<file path="src/rtl/spi_txn_sequencer.sv">
// Feeds the single-CS SPI controller: buffers TX bytes, issues one byte per TX handshake,
// counts returned RX bytes and reports completion, rejection or WAIT_RX timeout.
module spi_txn_sequencer #(
  parameter  int MAX_BYTES_PER_CS = 2,
  parameter  int FIFO_DEPTH       = 4,
  parameter  int TIMEOUT_CLKS     = 256,
  localparam int CW               = $clog2(MAX_BYTES_PER_CS + 1)
) (
  input  logic          i_Clk,
  input  logic          i_Rst,
  input  logic          i_Cmd_Valid,
  input  logic [CW-1:0] i_Cmd_Count,
  output logic          o_Cmd_Ready,
  output logic          o_Cmd_Err,
  input  logic [7:0]    i_Wr_Byte,
  input  logic          i_Wr_DV,
  output logic          o_Wr_Full,
  output logic          o_Wr_Overflow,
  output logic [CW-1:0] o_TX_Count,
  output logic [7:0]    o_TX_Byte,
  output logic          o_TX_DV,
  input  logic          i_TX_Ready,
  input  logic          i_RX_DV,
  input  logic [7:0]    i_RX_Byte,
  output logic [7:0]    o_Rd_Byte,
  output logic          o_Rd_DV,
  output logic          o_Done,
  output logic          o_Timeout
);

  localparam int PW = $clog2(FIFO_DEPTH);
  localparam int TW = (TIMEOUT_CLKS > 1) ? $clog2(TIMEOUT_CLKS) : 1;
  localparam logic [CW-1:0] MAX_C   = CW'(MAX_BYTES_PER_CS);
  localparam logic [PW:0]   DEPTH_C = (PW + 1)'(FIFO_DEPTH);

  typedef enum logic [1:0] {
    S_IDLE,
    S_WAIT_DATA,
    S_WAIT_RX,
    S_DONE
  } state_t;

  state_t          state_q, state_d;
  logic [CW-1:0]   tx_count_q, tx_count_d;
  logic [CW-1:0]   recv_q, recv_d;
  logic [7:0]      tx_byte_q, tx_byte_d;
  logic            tx_dv_q, tx_dv_d;
  logic [7:0]      rd_byte_q, rd_byte_d;
  logic            rd_dv_q, rd_dv_d;
  logic            cmd_err_q, cmd_err_d;
  logic            timeout_q, timeout_d;
  logic            wr_ovf_q, wr_ovf_d;
  logic [TW-1:0]   wait_q, wait_d;
  logic [PW-1:0]   wr_ptr_q, wr_ptr_d;
  logic [PW-1:0]   rd_ptr_q, rd_ptr_d;
  logic [PW:0]     fill_q, fill_d;
  logic [7:0]      mem_q [FIFO_DEPTH];
  logic [7:0]      mem_d [FIFO_DEPTH];

  logic fifo_full, fifo_empty, push, pop, flush;

  assign fifo_full  = (fill_q == DEPTH_C);
  assign fifo_empty = (fill_q == '0);
  assign push       = i_Wr_DV && !fifo_full;

  // Flush on timeout wins over a same-cycle push: the aborted transaction's data is discarded.
  always_comb begin
    mem_d    = mem_q;
    wr_ptr_d = wr_ptr_q;
    rd_ptr_d = rd_ptr_q;
    fill_d   = fill_q;
    wr_ovf_d = i_Wr_DV && fifo_full;
    if (flush) begin
      wr_ptr_d = '0;
      rd_ptr_d = '0;
      fill_d   = '0;
    end else begin
      if (push) begin
        mem_d[wr_ptr_q] = i_Wr_Byte;
        wr_ptr_d        = wr_ptr_q + PW'(1);
      end
      if (pop) begin
        rd_ptr_d = rd_ptr_q + PW'(1);
      end
      case ({push, pop})
        2'b10:   fill_d = fill_q + (PW + 1)'(1);
        2'b01:   fill_d = fill_q - (PW + 1)'(1);
        default: fill_d = fill_q;
      endcase
    end
  end

  always_comb begin
    state_d    = state_q;
    tx_count_d = tx_count_q;
    recv_d     = recv_q;
    tx_byte_d  = tx_byte_q;
    tx_dv_d    = 1'b0;
    rd_byte_d  = rd_byte_q;
    rd_dv_d    = 1'b0;
    cmd_err_d  = 1'b0;
    timeout_d  = 1'b0;
    wait_d     = wait_q;
    pop        = 1'b0;
    flush      = 1'b0;
    case (state_q)
      S_IDLE: begin
        if (i_Cmd_Valid) begin
          if ((i_Cmd_Count != '0) && (i_Cmd_Count <= MAX_C)) begin
            tx_count_d = i_Cmd_Count;
            recv_d     = '0;
            state_d    = S_WAIT_DATA;
          end else begin
            cmd_err_d = 1'b1;
          end
        end
      end
      S_WAIT_DATA: begin
        if (!fifo_empty && i_TX_Ready) begin
          pop       = 1'b1;
          tx_byte_d = mem_q[rd_ptr_q];
          tx_dv_d   = 1'b1;
          wait_d    = '0;
          state_d   = S_WAIT_RX;
        end
      end
      S_WAIT_RX: begin
        if (i_RX_DV) begin
          rd_byte_d = i_RX_Byte;
          rd_dv_d   = 1'b1;
          recv_d    = recv_q + CW'(1);
          state_d   = ((recv_q + CW'(1)) == tx_count_q) ? S_DONE : S_WAIT_DATA;
        end else if (TIMEOUT_CLKS != 0) begin
          // wait_q counts completed WAIT_RX cycles; the pulse lands TIMEOUT_CLKS cycles after entry
          if (wait_q == TW'(TIMEOUT_CLKS - 1)) begin
            timeout_d = 1'b1;
            flush     = 1'b1;
            state_d   = S_IDLE;
          end else begin
            wait_d = wait_q + TW'(1);
          end
        end
      end
      S_DONE: begin
        state_d = S_IDLE;
      end
      default: begin
        state_d = S_IDLE;
      end
    endcase
  end

  always_ff @(posedge i_Clk) begin
    if (i_Rst) begin
      state_q    <= S_IDLE;
      tx_count_q <= '0;
      recv_q     <= '0;
      tx_byte_q  <= '0;
      tx_dv_q    <= 1'b0;
      rd_byte_q  <= '0;
      rd_dv_q    <= 1'b0;
      cmd_err_q  <= 1'b0;
      timeout_q  <= 1'b0;
      wr_ovf_q   <= 1'b0;
      wait_q     <= '0;
      wr_ptr_q   <= '0;
      rd_ptr_q   <= '0;
      fill_q     <= '0;
      mem_q      <= '{default: '0};
    end else begin
      state_q    <= state_d;
      tx_count_q <= tx_count_d;
      recv_q     <= recv_d;
      tx_byte_q  <= tx_byte_d;
      tx_dv_q    <= tx_dv_d;
      rd_byte_q  <= rd_byte_d;
      rd_dv_q    <= rd_dv_d;
      cmd_err_q  <= cmd_err_d;
      timeout_q  <= timeout_d;
      wr_ovf_q   <= wr_ovf_d;
      wait_q     <= wait_d;
      wr_ptr_q   <= wr_ptr_d;
      rd_ptr_q   <= rd_ptr_d;
      fill_q     <= fill_d;
      mem_q      <= mem_d;
    end
  end

  assign o_Cmd_Ready   = (state_q == S_IDLE);
  assign o_Cmd_Err     = cmd_err_q;
  assign o_Wr_Full     = fifo_full;
  assign o_Wr_Overflow = wr_ovf_q;
  assign o_TX_Count    = tx_count_q;
  assign o_TX_Byte     = tx_byte_q;
  assign o_TX_DV       = tx_dv_q;
  assign o_Rd_Byte     = rd_byte_q;
  assign o_Rd_DV       = rd_dv_q;
  // DONE lasts one cycle and is entered on the same edge as the final o_Rd_DV
  assign o_Done        = (state_q == S_DONE);
  assign o_Timeout     = timeout_q;

endmodule

</file>
<file path="config.mk">
export PLATFORM = sky130hd
export DESIGN_NAME = spi_txn_sequencer
export DESIGN_NICKNAME = d
export VERILOG_FILES = /design/src/rtl/spi_txn_sequencer.sv
export SDC_FILE = /design/constraint.sdc
export NUM_CORES = 1
export LEC_CHECK = 0
export CORE_AREA = 4 4 81 83
export DETAILED_ROUTE_END_ITERATION = 12
export DIE_AREA = 0 0 85 87
export GPL_TIMING_DRIVEN = 0
export HOLD_SLACK_MARGIN = 0.06
export PLACE_DENSITY_LB_ADDON = 0.1
export SKIP_LAST_GASP = 1
export SLEW_MARGIN = 10
export SYNTH_ARGS = -nofsm -noshare
export SYNTH_HDL_FRONTEND = slang
export SYNTH_SLANG_ARGS = --single-unit
</file>
<file path="constraint.sdc">
create_clock -name i_Clk -period 4.8 [get_ports i_Clk]
set_input_delay 0.96 -clock i_Clk [delete_from_list [all_inputs] [get_ports i_Clk]]
set_output_delay 0.96 -clock i_Clk [all_outputs]
set_load 0.01 [all_outputs]
</file>
=== Yosys cells after proc, flatten, opt, wreduce, memory -nomap -nowiden ===
Cells that the tools add are included.

* Memories: 0
* ROM bits: 0
* RAM bits: 0
* Register bits: 74
* Bits in latches: 0
* Output and inout bits: 26

* Add/sub/neg operators: 6
* Order comparisons: 4
* Bitwise gates (word level): 6
* Eq/ne operators: 15
* Shift-type cells: 0
* Reduce and logical (&&, ||, !) cells: 23
* Multipliers: 0
* Mux-type cells: 29
* Div/mod/pow operators: 0

{| class="wikitable"
|+ Operators by type and width
! operator !! number
|-
| 8-bit 2-to-1 mux || 6
|-
| 32-bit bitwise mux || 1
|-
| 2-bit 2-to-1 mux || 9
|-
| 8-bit binary-select mux with 2-bit select || 1
|-
| 8-bit demux with 2-bit select || 1
|-
| 8-bit one-hot mux with 2 select lines || 1
|-
| 4-bit AND reduction || 3
|-
| 2-bit inequality test (second input constant) || 5
|-
| 8-bit by 1-bit adder with 8-bit output (second input constant) || 1
|-
| 8-bit == test (second input constant) || 1
|-
| 2-bit one-hot mux with 4 select lines || 1
|-
| 2-bit nonzero test || 4
|-
| 1-bit 2-to-1 mux || 7
|-
| 2-bit by 1-bit adder with 2-bit output (second input constant) || 3
|-
| 2-bit == test (second input constant) || 3
|-
| 3-bit greater-or-equal comparator (second input constant) || 2
|-
| 2-bit NOT with 3-bit output || 2
|-
| 3-bit one-hot mux with 2 select lines || 1
|-
| 2-bit AND reduction || 3
|-
| 1-bit logical AND || 5
|-
| 2-bit by 1-bit == test with 1-bit output (second input constant) || 2
|-
| 1-bit NOT || 4
|-
| 2-bit one-hot mux with 2 select lines || 1
|-
| 2-bit OR reduction || 2
|-
| other kinds (13) || 14
|}

=== Depth between registers and ports, before layout ===
* Depth in word-level cells: 7
* Depth in mapped cells: 12
* Depth with buffers taken out: 10

=== Worst setup path after synthesis ===
Ideal clock, no wire load.

* Path type: input port to flip-flop
* Start point: in i_TX_Ready
* End point: reg fill_q[2]
* Slack: 2085 ps
* Arrival: 2595 ps
* Cell stages on the path: 11
* Path buffers: 1
* Path through: and3b_1 -> nand2_2 -> inv_1 -> buf_2 -> ha_1 -> inv_1 -> fa_1 -> xor2_1 -> nor2_1 -> xnor2_1 -> nor2_1

* Cells in the longest elaborated chain, start to end: 5

{| class="wikitable"
|+ Ends and longest elaborated chain
! what !! line !! RTL
|-
| start, declared || 22 || <nowiki>input logic i_TX_Ready,</nowiki>
|-
| 1-bit logical AND (*) || 119 || <nowiki>if (!fifo_empty && i_TX_Ready) begin</nowiki>
|-
| 1-bit 2-to-1 mux (*) || 119 ||
|-
| 1-bit 2-to-1 mux (*) || 106 || <nowiki>case (state_q)</nowiki>
|-
| net pop || 60 || <nowiki>logic fifo_full, fifo_empty, push, pop, flush;</nowiki>
|-
| 2-bit by 1-bit == test with 1-bit output / 2-bit == test (equally long branches) || 85 || <nowiki>case ({push, pop})</nowiki>
|-
| 3-bit one-hot mux with 2 select lines / 2-bit nonzero test (equally long branches) || - ||
|-
| end signal, assigned || 184 || <nowiki>fill_q <= fill_d;</nowiki>
|-
| end, declared || 56 || <nowiki>logic [PW:0] fill_q, fill_d;</nowiki>
|}

The timed path passes the listed nets; every way through them passes the cells marked *.
A chain may end at the register's enable or synchronous reset.

=== Worst setup path after layout ===
Same ends and word-level chain as after synthesis.

==> metrics.txt <==
number of global-route vias before repair=about 2,500; utilization of the core after routing=between 60 and 70%; average footprint of a synthesized cell=~9.5 um2; setup repair after global routing missed its margin=false; router iterations before antenna repair=4; Setup TNS Final=0 ns; post-synthesis register bit count=74; combinational share of power=13.0%; arrival time of data at the critical path endpoint=~3.4 ns; fraction of final layout cells sized beyond drive strength 1=approximately 10%; Reg area=around 1500 um2; standby leakage power=approximately 1.6 nW; data required time at the worst endpoint=roughly 5 ns; slew margin rel.=around three fifths; number of inserted diodes=0; pin slew with the least headroom to its limit=roughly 0.61 ns; number of I/O port buffers=49; initial antenna violation count=0; met2 wire length=3.38 mm; Hold-fix buffers, CTS=0; family with the most delay on the worst path=buffers and inverters; core region area=around 5900 um2; critical path cell sequence=clkdlybuf4s50_1, and3b_1, nand2_2, inv_1, buf_2, ha_1, inv_1, fa_1, xor2_1, nor2_1, xnor2_1, nor2_1; top routing layer in use=met4; source-to-sink clock delay at the later pin of the worst-skew pair=about 0.34 ns; number of cells on the critical path=12; register-to-register setup slack=between 2 and 2.5 ns; buffer levels on the longest clock path=2; sort of element at the end of the critical path=flip-flop; final hold vios=0; sequential power share=between 50% and 60%; metal1 wirelength=approximately 3.2 mm; main combinational cell family by area after synthesis=simple AND/OR/NAND/NOR gates; fraction of synthesized cell area in xor and xnor cells=2.14%; GR Overflow Total=0; GRT Util Overall=between 10% and 20%; net load switching power=approximately 310 uW; Resized Gates After CTS=0; gp weighted congestion=roughly 0.87; WP buf/inv=4; dominant cells by area after synthesis=sky130_fd_sc_hd__dfxtp_1 (45%), sky130_fd_sc_hd__mux2i_1 (11%), sky130_fd_sc_hd__nand2_1 (9.2%); Layout Nets=about 440; detailed router's first-iteration violation count=71; worst setup path class=primary input to flip-flop; clock share of power=approximately 34%; number of vias after detailed routing=between 2,000 and 3,000; slowest library cell on the worst path=sky130_fd_sc_hd__clkdlybuf4s50_1; footprint of the multi-input gates=between 1500 and 2000 um2; part of the cycle the worst path needs=between 60% and 70%; Post-Syn Area=~3300 um2; die width=between 80 and 90 um; worst setup path endpoint=fill_q[2]$_SDFFE_PP0P_; Fillers=between 400 and 500; Pins Over Slew Limit=0; DR WL met3=297 um; Post-Synthesis Cells=roughly 340; synthesized net count=375; switching fraction of total power=about a quarter; per-cell routed wire length=between 10 and 15 um; capture instance of the worst register-to-register path=fill_q[2]$_SDFFE_PP0P_; RR Startpoint=state_q[1]$_SDFFE_PP0P_; vertical die dimension=approximately 87 um; number of setup buffers added after CTS=0; worst ir drop on vdd=about 0.18 mV; final critical delay including setup and external delays=between 3 and 4 ns; portion of synthesized cell area occupied by the leading cell type=between 40% and 50%; number of standard cells in the final layout excluding fillers=483; skew final=between 0.005 and 0.006 ns; clock buffer count from CTS=9; largest driver fanout on the critical path=10; library cell occupying the most area in the post-synthesis netlist=sky130_fd_sc_hd__dfxtp_1; startpoint type of the worst setup path=primary input; number of warnings reported in the yosys synthesis log=0; Register-to-Register Path Depth=12; most used flip-flop cell after synthesis=sky130_fd_sc_hd__dfxtp_1; post-detail-place hpwl=around 5 mm; total non-filler cell area in the finished layout=~4000 um2; clock input transition at the sequential cells of the worst setup and hold paths=0.07 ns; clock tree from TritonCTS=yes; Post-synth ARST share=0%; max capacitance violation total=0; Starting Density=a little under three fifths; IO Pins=50; Worst Setup SP=i_TX_Ready; Cell variety after synth=48; placed instance count=468; Post-DP Area=between 3000 and 4000 um2; fraction of the mapped netlist area in simple logic gates=approximately a fifth; multiplexer share of the synthesized area=between 10% and 20%; DRC violation count after routing=0; CTS HTree Levels=3; antenna violation net count after detailed routing=0; Layout Area Growth over Synthesis=23.1%; Hold Path Class=flip-flop to flip-flop; maximum number of pins on one net before global-route repair=12; Die ar.=between 7000 and 8000 um2; post-DR vias/cell=approximately 5.3; sequential share of the synthesized area=45.3%; power per cell area=about 310 nW/um2; status=finished, final reports clean; maximum single-stage delay on the critical path=approximately 0.46 ns; aggregate routed wire length=between 6 and 7 mm; number of enable flip-flop cells after synthesis=0; synthesized-area fraction occupied by adder cells=between 2 and 3%; wire length of the first global-routing pass=about 12 mm; cell internal pwr=around 930 uW; timing-limited maximum frequency=about 0.32 GHz; Final setup viols=0; Clock Sink Count=74; # rows=28; share of the synthesized area in compound gates (AO/OA/AOI/OAI)=8.88%; CTS root buf=sky130_fd_sc_hd__clkbuf_8
==> flip-flops by register name (all words and copies together), names as in the netlist <==
signal	count
o_Rd_Byte	8
o_TX_DV	1
o_TX_Count	2
o_Wr_Overflow	1
rd_ptr_q	2
wait_q	8
o_Cmd_Err	1
o_Timeout	1
recv_q	2
wr_ptr_q	2
o_TX_Byte	8
state_q	2
o_Rd_DV	1
fill_q	3
mem_q	32
==> per-layer routing <==
layer,vias to the layer above,track usage [%]
li1,1293,-
met1,1220,23.9
met2,57,34.3
met3,9,3.88
met4,0,8.63
met5,-,0
==> worst min path at each step <==
stage | start | to | slack [ns] | depth (start not counted)
final | o_Rd_Byte[3]$_SDFFE_PP0P_ | o_Rd_Byte[3]$_SDFFE_PP0P_ | 0.46 | 2
after global routing | o_Rd_Byte[6]$_SDFFE_PP0P_ | o_Rd_Byte[6]$_SDFFE_PP0P_ | 0.47 | 2
after CTS | o_Rd_Byte[6]$_SDFFE_PP0P_ | o_Rd_Byte[6]$_SDFFE_PP0P_ | 0.46 | 2
after detailed placement | o_Rd_Byte[6]$_SDFFE_PP0P_ | o_Rd_Byte[6]$_SDFFE_PP0P_ | 0.45 | 2
after global placement | o_Rd_Byte[7]$_SDFFE_PP0P_ | o_Rd_Byte[7]$_SDFFE_PP0P_ | 0.44 | 2
after floorplan | mem_q[2]$_SDFFE_PP0P_ | mem_q[2]$_SDFFE_PP0P_ | 0.43 | 2
==> power groups by stage <==
stage                     sequential (mW)  clock (mW)  combinational, mW
after floorplan                     0.665           0              0.105
after global placement              0.666           0              0.159
after detailed placement            0.667           0              0.162
after CTS                           0.653       0.437              0.163
after global routing                0.656       0.469              0.177
final                               0.654       0.424              0.161
==> metrics by stage <==
step	worst slack (ns)	total power, mW	hold WS, ns
floorplan	2.08	0.770	0.432
global placement	1.33	0.825	0.441
detailed placement	1.32	0.829	0.449
CTS	1.67	1.25	0.459
global route	1.52	1.30	0.471
finish	1.65	1.24	0.459
==> cell families after synthesis <==
logic type	Yosys count
simple gates	137
flops	74
compound gates	46
mux	45
buf+inv	27
xor+xnor	8
fa+ha+maj	7
==> cell usage after synthesis (5+ instances only) <==
cell type	count
sky130_fd_sc_hd__nand2_1	80
sky130_fd_sc_hd__dfxtp_1	74
sky130_fd_sc_hd__mux2i_1	37
sky130_fd_sc_hd__a21oi_1	24
sky130_fd_sc_hd__nor2_1	16
sky130_fd_sc_hd__inv_1	10
sky130_fd_sc_hd__mux4_2	8
sky130_fd_sc_hd__nand2b_1	8
sky130_fd_sc_hd__clkbuf_1	7
sky130_fd_sc_hd__nand3_1	7
sky130_fd_sc_hd__ha_1	6
sky130_fd_sc_hd__o21ai_0	5
sky130_fd_sc_hd__xor2_1	5
==> area by class of cell <==
class	count	area share [%]
inverter	11	1.03
tap	75	2.33
sequential	74	36.8
clock buffer	13	3.95
multi-input combinational	243	41.4
clock inverter	2	0.311
timing repair buffer	49	12.2
buffer	16	1.99
==> layout by cell type, fill, tap and decap left out, types with 3 or more instances in the layout <==
master,count
sky130_fd_sc_hd__clkdlybuf4s50_1,49
sky130_fd_sc_hd__a21oi_1,24
sky130_fd_sc_hd__ha_1,6
sky130_fd_sc_hd__mux2i_1,37
sky130_fd_sc_hd__xnor2_1,3
sky130_fd_sc_hd__nand3_1,7
sky130_fd_sc_hd__mux4_2,8
sky130_fd_sc_hd__clkbuf_1,9
sky130_fd_sc_hd__buf_2,4
sky130_fd_sc_hd__clkbuf_8,11
sky130_fd_sc_hd__nand3_2,4
sky130_fd_sc_hd__o21ai_0,5
sky130_fd_sc_hd__nand2_1,80
sky130_fd_sc_hd__dfxtp_1,74
sky130_fd_sc_hd__buf_1,3
sky130_fd_sc_hd__and3_1,3
sky130_fd_sc_hd__nor2_1,16
sky130_fd_sc_hd__inv_1,10
sky130_fd_sc_hd__nand2b_1,8
sky130_fd_sc_hd__xor2_1,5
==> worst reg2reg max path, stage by stage, from the launching register on <==
cell and delay [ns]:
sky130_fd_sc_hd__dfxtp_1 0.29, sky130_fd_sc_hd__buf_2 0.16, sky130_fd_sc_hd__and3b_1 0.34, sky130_fd_sc_hd__nand2_2 0.11, sky130_fd_sc_hd__inv_1 0.17, sky130_fd_sc_hd__buf_2 0.28, sky130_fd_sc_hd__ha_1 0.23, sky130_fd_sc_hd__inv_1 0.06
sky130_fd_sc_hd__fa_1 0.37, sky130_fd_sc_hd__xor2_1 0.15, sky130_fd_sc_hd__nor2_1 0.12, sky130_fd_sc_hd__xnor2_1 0.13, sky130_fd_sc_hd__nor2_1 0.05
Power figures use the tool's default switching activity.
